--- config.mk ---
export PLATFORM = sky130hd
export DESIGN_NAME = fetch_unit
export DESIGN_NICKNAME = d
export VERILOG_FILES = /design/src/rtl/rnbip_pkg.sv /design/src/rtl/pc_next_mux.sv /design/src/rtl/fetch_unit.sv
export SDC_FILE = /design/constraint.sdc
export NUM_CORES = 1
export LEC_CHECK = 0
export ABC_CLOCK_PERIOD_IN_PS = 1850
export CAP_MARGIN = 30
export CORE_MARGIN = 4
export CORE_UTILIZATION = 44
export CTS_CLUSTER_DIAMETER = 60
export DETAILED_ROUTE_END_ITERATION = 12
export HOLD_SLACK_MARGIN = 0.12
export PLACE_DENSITY = 0.83
export SYNTH_ARGS = -nofsm -noshare
export SYNTH_HDL_FRONTEND = slang
export SYNTH_SLANG_ARGS = --single-unit
--- constraint.sdc ---
create_clock -name clk -period 1.85 [get_ports clk]
set_input_delay 0.37 -clock clk [delete_from_list [all_inputs] [get_ports clk]]
set_output_delay 0.37 -clock clk [all_outputs]
set_load 0.01 [all_outputs]
--- src/rtl/rnbip_pkg.sv ---
// rnbip_pkg: shared definitions for the RNBIP-2 front end.
//   - pc_sel encodings used by stage 3 for PC redirects
//   - instruction segment layout: opcode [15:8], operand [7:0]
//   - fetch FSM state type
package rnbip_pkg;

   localparam logic [1:0] PC_SEL_RSV = 2'b00;  // bubble-only flush, PC unchanged
   localparam logic [1:0] PC_SEL_REL = 2'b01;
   localparam logic [1:0] PC_SEL_ABS = 2'b11;
   localparam logic [1:0] PC_SEL_RET = 2'b10;

   localparam logic [7:0] NOP_OPCODE = 8'h00;

   localparam int SEG_OPC_MSB = 15;
   localparam int SEG_OPC_LSB = 8;
   localparam int SEG_OPR_MSB = 7;
   localparam int SEG_OPR_LSB = 0;

   // ST_IDLE only exists while reset is held and for the first edge after
   // release, so no request is issued before the pipe is live.
   typedef enum logic [1:0] {
      ST_IDLE   = 2'b00,
      ST_FETCH  = 2'b01,
      ST_WAIT   = 2'b10,
      ST_BUBBLE = 2'b11
   } fetch_state_e;

   function automatic logic [15:0] mk_seg(input logic [7:0] opc, input logic [7:0] opr);
      logic [15:0] s;
      s = '0;
      s[SEG_OPC_MSB:SEG_OPC_LSB] = opc;
      s[SEG_OPR_MSB:SEG_OPR_LSB] = opr;
      return s;
   endfunction

endpackage

--- src/rtl/pc_next_mux.sv ---
// pc_next_mux: redirect target select for the fetch unit.
//   pc_sel_i     : {S11,S10} redirect kind
//   or2_i        : relative offset (two's complement) or absolute target
//   npc_in_i     : NPC of the stage-3 instruction (base for relative)
//   stack_data_i : return address from the stack
//   pc_i         : current fetch PC (reserved encoding keeps it)
//   target_o     : next PC after the redirect
module pc_next_mux
   import rnbip_pkg::*;
(
   input  logic [1:0] pc_sel_i,
   input  logic [7:0] or2_i,
   input  logic [7:0] npc_in_i,
   input  logic [7:0] stack_data_i,
   input  logic [7:0] pc_i,
   output logic [7:0] target_o
);

   // 8-bit add: a negative offset in or2 wraps naturally mod 256.
   logic [7:0] rel_tgt;
   assign rel_tgt = npc_in_i + or2_i;

   always_comb begin
      target_o = pc_i;
      unique case (pc_sel_i)
         PC_SEL_REL: target_o = rel_tgt;
         PC_SEL_ABS: target_o = or2_i;
         PC_SEL_RET: target_o = stack_data_i;
         PC_SEL_RSV: target_o = pc_i;
         default:    target_o = pc_i;
      endcase
   end

endmodule

--- src/rtl/fetch_unit.sv ---
// fetch_unit: instruction-fetch stage of the RNBIP-2 pipeline.
// Owns the PC and the instruction-memory handshake, hands {opcode,operand}
// plus its NPC to CCG1, and applies stage-3 redirects with optional bubbles.
// Ports:
//   clk, rst_n                 clock / async active-low reset
//   imem_req, imem_addr        fetch request and address (current PC)
//   imem_rdata, imem_ready     returned word, valid when ready=1
//   stall_i                    hold fetch and output registers
//   l_pc, pc_sel, or2, npc_in,
//   stack_data                 stage-3 redirect controls and operands
//   segment, pc_out, seg_valid instruction, its NPC, and validity to CCG1
//   flush_o                    combinational pulse in the redirect cycle
module fetch_unit
   import rnbip_pkg::*;
#(
   parameter logic [7:0]  RESET_PC = 8'h00,
   parameter int unsigned BUBBLES  = 0,
   parameter logic [15:0] NOP_SEG  = 16'h0000
) (
   input  logic        clk,
   input  logic        rst_n,
   output logic        imem_req,
   output logic [7:0]  imem_addr,
   input  logic [15:0] imem_rdata,
   input  logic        imem_ready,
   input  logic        stall_i,
   input  logic        l_pc,
   input  logic [1:0]  pc_sel,
   input  logic [7:0]  or2,
   input  logic [7:0]  npc_in,
   input  logic [7:0]  stack_data,
   output logic [15:0] segment,
   output logic [7:0]  pc_out,
   output logic        seg_valid,
   output logic        flush_o
);

   localparam logic [1:0] BUB_CNT = 2'(BUBBLES);

   fetch_state_e st_q, st_d;
   logic [7:0]   pc_q, pc_d;
   logic [15:0]  seg_q, seg_d;
   logic [7:0]   pco_q, pco_d;
   logic         vld_q, vld_d;
   logic [1:0]   cnt_q, cnt_d;
   logic [7:0]   target;
   logic [7:0]   pc_inc;
   logic         fetching;

   pc_next_mux u_pc_next_mux (
      .pc_sel_i    (pc_sel),
      .or2_i       (or2),
      .npc_in_i    (npc_in),
      .stack_data_i(stack_data),
      .pc_i        (pc_q),
      .target_o    (target)
   );

   assign pc_inc   = pc_q + 8'd1;  // wraps FF->00 silently
   assign fetching = (st_q == ST_FETCH) || (st_q == ST_WAIT);

   assign imem_req  = fetching && !stall_i;
   assign imem_addr = pc_q;
   assign segment   = seg_q;
   assign pc_out    = pco_q;
   assign seg_valid = vld_q;
   assign flush_o   = l_pc;

   always_comb begin
      st_d  = st_q;
      pc_d  = pc_q;
      seg_d = seg_q;
      pco_d = pco_q;
      vld_d = vld_q;
      cnt_d = cnt_q;
      if (l_pc) begin
         // Redirect beats stall, a returning word, WAIT and BUBBLE alike.
         pc_d  = target;
         seg_d = NOP_SEG;
         vld_d = 1'b0;
         if (BUBBLES > 0) begin
            cnt_d = BUB_CNT;
            st_d  = ST_BUBBLE;
         end else begin
            st_d  = ST_FETCH;
         end
      end else if (!stall_i) begin
         unique case (st_q)
            ST_IDLE: st_d = ST_FETCH;
            ST_FETCH, ST_WAIT: begin
               if (imem_ready) begin
                  seg_d = imem_rdata;
                  pco_d = pc_inc;
                  vld_d = 1'b1;
                  pc_d  = pc_inc;
                  st_d  = ST_FETCH;
               end else begin
                  seg_d = NOP_SEG;
                  vld_d = 1'b0;
                  st_d  = ST_WAIT;
               end
            end
            ST_BUBBLE: begin
               seg_d = NOP_SEG;
               vld_d = 1'b0;
               cnt_d = cnt_q - 2'd1;
               // <=1 also guards a zero count from ever sticking here
               if (cnt_q <= 2'd1) begin
                  cnt_d = 2'd0;
                  st_d  = ST_FETCH;
               end
            end
            default: st_d = ST_IDLE;
         endcase
      end
   end

   always_ff @(posedge clk or negedge rst_n) begin
      if (!rst_n) begin
         st_q  <= ST_IDLE;
         pc_q  <= RESET_PC;
         seg_q <= NOP_SEG;
         pco_q <= 8'h00;
         vld_q <= 1'b0;
         cnt_q <= 2'd0;
      end else begin
         st_q  <= st_d;
         pc_q  <= pc_d;
         seg_q <= seg_d;
         pco_q <= pco_d;
         vld_q <= vld_d;
         cnt_q <= cnt_d;
      end
   end

endmodule

Yosys cells after proc, flatten, opt, wreduce, memory -nomap -nowiden
Index checks and enable logic that the tools add are counted.
{"block": "word_totals", "ff_bits": 37, "latch_bits": 0, "ramBits": 0, "mem_bits_ro": 0, "input_bits": 47, "output_inout_bits": 35, "elab_cells": 54, "memories": 0}
{"block": "classes", "addsub": 3, "mul": 0, "div": 0, "magnitude_cmp": 1, "n_eq_ne": 9, "shift": 0, "n_mux": 19, "bitwise": 2, "reduce_logical": 14}
{"cell": "2-to-1 mux 16 bit", "n": 3}
{"cell": "2-to-1 mux 8 bit", "n": 4}
{"cell": "case mux 16 bit (2 select lines)", "n": 1}
{"cell": "case mux 8 bit (3 select lines)", "n": 1}
{"cell": "2-to-1 mux 2 bit", "n": 5}
{"cell": "adder 8 x 1 -> 8 bit (second input constant)", "n": 1}
{"cell": "adder 8 bit", "n": 1}
{"cell": "== test 2 bit (second input constant)", "n": 4}
{"cell": "AND reduction 4 bit", "n": 2}
{"cell": "case mux 2 bit (3 select lines)", "n": 1}
{"cell": "== test 2 x 1 -> 1 bit (second input constant)", "n": 2}
{"cell": "logical NOT 2 bit", "n": 2}
{"cell": "AND reduction 2 bit", "n": 2}
{"cell": "nonzero test 2 bit", "n": 2}
{"cell": "2-to-1 mux 1 bit", "n": 3}
{"cell": "inequality test 3 bit (second input constant)", "n": 1}
{"cell": "AND reduction 3 bit", "n": 1}
{"cell": "nonzero test 3 bit", "n": 1}
{"cell": "less-or-equal comparator 2 x 1 -> 1 bit (second input constant)", "n": 1}
{"cell": "inequality test 2 x 1 -> 1 bit (second input constant)", "n": 1}
{"cell": "inequality test 2 bit (second input constant)", "n": 1}
{"cell": "inverter 1 bit", "n": 2}
{"cell": "case mux 1 bit (2 select lines)", "n": 1}
{"cell": "OR reduction 2 bit", "n": 1}
{"cell": "other kinds (4)", "n": 4}

Longest topological paths before layout
{"block": "logic_depth", "ltp_word": 5, "ltp_mapped": 8}

Modules after synthesis
From an unflattened synthesis, not the netlist that was laid out.
{"block": "unflattened", "hier_cells": 196, "hier_area_um2": 2160.8}
{"module": "fetch_unit", "instances": 1, "cells_each": 145, "area_each_um2": 1635.3, "seq_area_each_um2": 925.9}
{"module": "pc_next_mux", "instances": 1, "cells_each": 51, "area_each_um2": 525.5, "seq_area_each_um2": 0.0}

Least setup slack after synthesis
Ideal clock, no wire load.
{"block": "synth_path", "kind": "input port to flip-flop", "start": "input or2[1]", "end": "register pc_q[7] (netlist: imem_addr[7])", "setup_ns": 0.123, "arrival_ns": 1.672, "required_time_ns": 1.727, "setup_slack_ns": 0.056, "cell_stages": 6, "path_buffers": 0, "path_cell_list": "ha_1 -> a211o_1 -> o211ai_2 -> a31oi_1 -> mux2_1 -> o221a_1"}
{"block": "synth_via", "elab_chain_cells": 3}
{"item": "from (decl)", "line": "fetch_unit.sv:29", "source": "input logic [7:0] or2,"}
{"item": "adder 8 bit", "line": "pc_next_mux.sv:21", "source": "assign rel_tgt = npc_in_i + or2_i;"}
{"item": "case mux 8 bit (3 select lines)", "line": "pc_next_mux.sv:25", "source": "unique case (pc_sel_i)"}
{"item": "2-to-1 mux 8 bit", "line": "fetch_unit.sv:76", "source": "if (l_pc) begin"}
{"item": "to (signal assigned)", "line": "fetch_unit.sv:128", "source": "pc_q <= pc_d;"}
{"item": "to (decl)", "line": "fetch_unit.sv:41", "source": "logic [7:0] pc_q, pc_d;"}
No other way between the ends.
A chain may end at the register's enable or synchronous reset.

Worst setup path after layout
{"block": "layout_path", "start": "input or2[6]", "end": "register pc_q[7] (netlist: imem_addr[7])"}
The elaborated chain is that of the path after synthesis.

==> summary.txt <==
Clock network
  – CTS buffer count: 5
  – Worst skew pair latency: 0.28 ns
  – CTS tree: done
  – CTS sink count: 37
  – CTS HTree Levels: 2
  – Clock tree buffer depth: 2
  – CTS root buffer: clkbuf_8
  – Clock slew at reported path FFs: 0.07 ns

Placement
  – PortBufs: 81
  – Final GP Congestion: 0.846
  – Placed Instance Area: 0.00313 sq mm
  – Post-DP HPWL: 4.39 mm

Setup path
  – R2R Path Start: st_q[1]$_DFFE_PN0P_
  – Worst-case reg-to-reg path depth: 6
  – Largest delay share family, worst path: compound AO/OA/AOI/OAI gates
  – Critical Path Stages: 7
  – Req. time, crit path: 2.02 ns
  – Worst r2r dst: imem_addr[4]$_DFFE_PN0P_
  – CP Capture Type: flop
  – Worst Path Buf+Inv: 1
  – Worst path max stage delay: 0.34 ns
  – Crit start category: primary input
  – Critical Path Sink: imem_addr[7]$_DFFE_PN0P_
  – Worst path slowest cell: mux2_1
  – R2R Setup Slk: 0.26 ns
  – Type of the worst setup path: primary input to flop
  – CP arrival: 1.96 ns
  – Critical path origin: or2[6]
  – CP max FO: 3
  – CP Cell Sequence: dlygate4sd2_1 > ha_4 > nand2_1 > o21a_1 > a31oi_2 > mux2_1 > o221a_1

Outcome
  – Run status: finished clean

Drt
  – Antenna viol nets, final: 0
  – Pre-antenna DRT Iters: 4
  – Via count: 2017
  – Drt drc: 0
  – Total Wirelength: 5.66 mm
  – DR WL/cell: 15.1 microns
  – Vias/cell: 5.38
  – DR iter-0 viols: 77

STA
  – RSZ-0062 raised after global routing: no
  – Min Tclk post-route: 1.79 ns
  – Slew Limit Headroom: 75.0%
  – Fin Setup TNS: 0 ns
  – FMAX: 559 MHz
  – Slew @ Worst Pin: 0.375 ns
  – Final slew viol count: 0
  – Final Skew: 0.00349 ns
  – Period utilization: 96.7%
  – Final setup vio count: 0
  – Final-report hold violation count: 0

Die
  – Die Wd: 77.4 microns
  – Placeable core area: 0.00469 sq mm
  – Die area: 0.00600 sq mm
  – Row count: 25
  – Ports: 82
  – Die H: 77.4 microns
  – Initial Util: 45.2%

Logic synthesis
  – Main synth FF type: dfrtp_1
  – Syn Inst Count: 215
  – Cell with the most instances after synthesis: dfrtp_1
  – Yosys Warn Count: 0
  – Syn Area/Cell: 9.87 sq um
  – FF+latch count, synth: 37
  – Async SR Flop Fraction: 100%
  – Largest area contributor in the netlist: dfrtp_1
  – Post-Syn Area: 0.00212 sq mm
  – Number of enable flip-flop cells after synthesis: 0
  – Cells taking the most area after synthesis: dfrtp_1 (44%), a22o_1 (7.0%), ha_1 (5.3%), o21ai_0 (4.5%), mux2i_1 (4.2%)
  – Commonest cells post-synth: dfrtp_1 (37), nand2_1 (20), o21ai_0 (19), a22o_1 (17), nor2_1 (14)
  – Yosys top cell area share: 43.6%
  – Sequential fraction of the synthesis area: 43.6%
  – Syn nets: 272
  – Synth cell types: 45

Global routing
  – Pin count of the biggest net entering global routing: 18
  – Global-route wire length before repair: 9.32 mm
  – GRT overflow: 0
  – Vias in the first global route: 2030
  – Total Routing Usage GR: 19.4%
  – Antenna violations before repair: 0

Finish
  – # diodes: 0
  – Share of post-route cells with drive strength above 1: 16.8%
  – Sequential cell area: 926 sq um
  – Final nets: 378
  – Final Cell Area: 0.00333 sq mm
  – Layout overhead on the synthesized area: 57.0%
  – Footprint of the multi-input gates: 0.00121 sq mm
  – Fill cells: 366

Power
  – Power Dens Cells: 772 mW/mm^2
  – VDD IR max: 0.453 mV
  – Leakage power: 1.47 nW

Run
  – Max-cap violations: 0

Worst hold path
  – HP Class: flop to flop
==> cell families (layout without fill, tap and decap cells) <==
kind of cell	count (synthesis)	count (layout)	synth area share, %
compound gates	72	72	23.3
simple gates	61	61	14.4
flops	37	37	43.6
buf+inv	17	123	4.13
mux	11	11	5.31
fa+ha+maj	10	10	6.25
xor+xnor	7	7	2.89
==> worst reg2reg max path: stages (launching register included) <==
cell and delay (ns):
dfrtp_1 0.41, ha_4 0.30, nand4bb_1 0.14, nand2_1 0.23, o21ai_0 0.13, a32oi_1 0.16, o21ai_0 0.10
==> through the flow <==
step | total power, mW | util [%] | worst slack [ns] | hold slack [ns] | cells
floorplan | 1.48 | - | 0.0555 | 0.0744 | 215
global placement | 1.97 | 66.6 | -0.470 | 0.306 | 363
detailed placement | 2.01 | 66.8 | -0.520 | 0.310 | 364
CTS | 2.58 | 70.2 | 0.0246 | 0.479 | 375
global route | 2.72 | 71.0 | 0.00378 | 0.500 | 375
finish | 2.57 | 71.0 | 0.0614 | 0.474 | 375
==> how the worst min path moves through the flow <==
| stage | from | end | slack [ns] | depth (start not counted) |
|---|---|---|---|---|
| 6_report | pc_out[1]$_DFFE_PN0P_ | pc_out[1]$_DFFE_PN0P_ | 0.47 | 2 |
| 5_1_grt | seg_valid$_DFFE_PN0P_ | seg_valid$_DFFE_PN0P_ | 0.50 | 1 |
| 4_1_cts | pc_out[1]$_DFFE_PN0P_ | pc_out[1]$_DFFE_PN0P_ | 0.48 | 2 |
| 3_5_place_dp | rst_n | segment[3]$_DFFE_PN0P_ | 0.31 | 1 |
| 3_3_place_gp | rst_n | segment[3]$_DFFE_PN0P_ | 0.31 | 1 |
| 2_1_floorplan | rst_n | cnt_q[0]$_DFFE_PN0P_ | 0.07 | 0 |
==> metal layers <==
layer,vias up,wire [microns],track usage [%]
li1,989,-,-
met5,-,0,0
met2,83,2630,32.6
met4,0,68,6.58
met3,5,361,3.60
met1,940,2600,24.9
==> power breakdown <==
part / internal, mW / total (mW) / switching, mW
Combinational: 0.556 / 0.974 / 0.418
Sequential: 0.935 / 1.05 / 0.113
Clock: 0.295 / 0.550 / 0.255
Total: 1.79 / 2.57 / 0.785
==> state kept, by name, summed over array words and instances (netlist names) <==
register,flops
imem_addr,8
seg_valid,1
pc_out,8
cnt_q,2
st_q,2
segment,16
==> cells in the final DEF (no fill, tap or decap), types with 2 or more instances in the layout <==
cell type and count:
xnor2_1 5, nor2_2 2, nand3_1 3, nand3b_1 2, a32oi_1 2, ha_4 6
a21oi_1 10, clkdlybuf4s50_1 64, nand2b_1 5, nor3b_1 2, o21ai_0 19, nor2_1 13
ha_1 2, mux2i_1 9, xor2_1 2, a21oi_2 3, nor3_1 2, o211ai_1 2
nor2b_1 3, clkbuf_8 6, buf_4 28, a31oi_1 4, o21a_1 5, dlygate4sd2_1 16
a21o_1 2, inv_1 5, dfrtp_1 37, and3_1 3, a22o_1 17, nand2_1 20
==> area by class of cell <==
type | instances | area share (%)
Multi-Input combinational cell | 161 | 36.2
Timing Repair Buffer | 111 | 30.8
Sequential cell | 37 | 27.8
Clock buffer | 7 | 2.59
Tap cell | 54 | 2.03
Inverter | 5 | 0.563
==> what timing repair did <==
action | in CTS | in global routing
resized for setup | 23 | 5
pin swaps | 11 | 0
endpoints found under the setup margin | 8 | 4
gates cloned | 0 | 0
endpoints found under the hold margin | 15 | 0
buffers inserted | 3 | 0
hold buffers | 1 | 0
(Power assumes the default switching activity.)
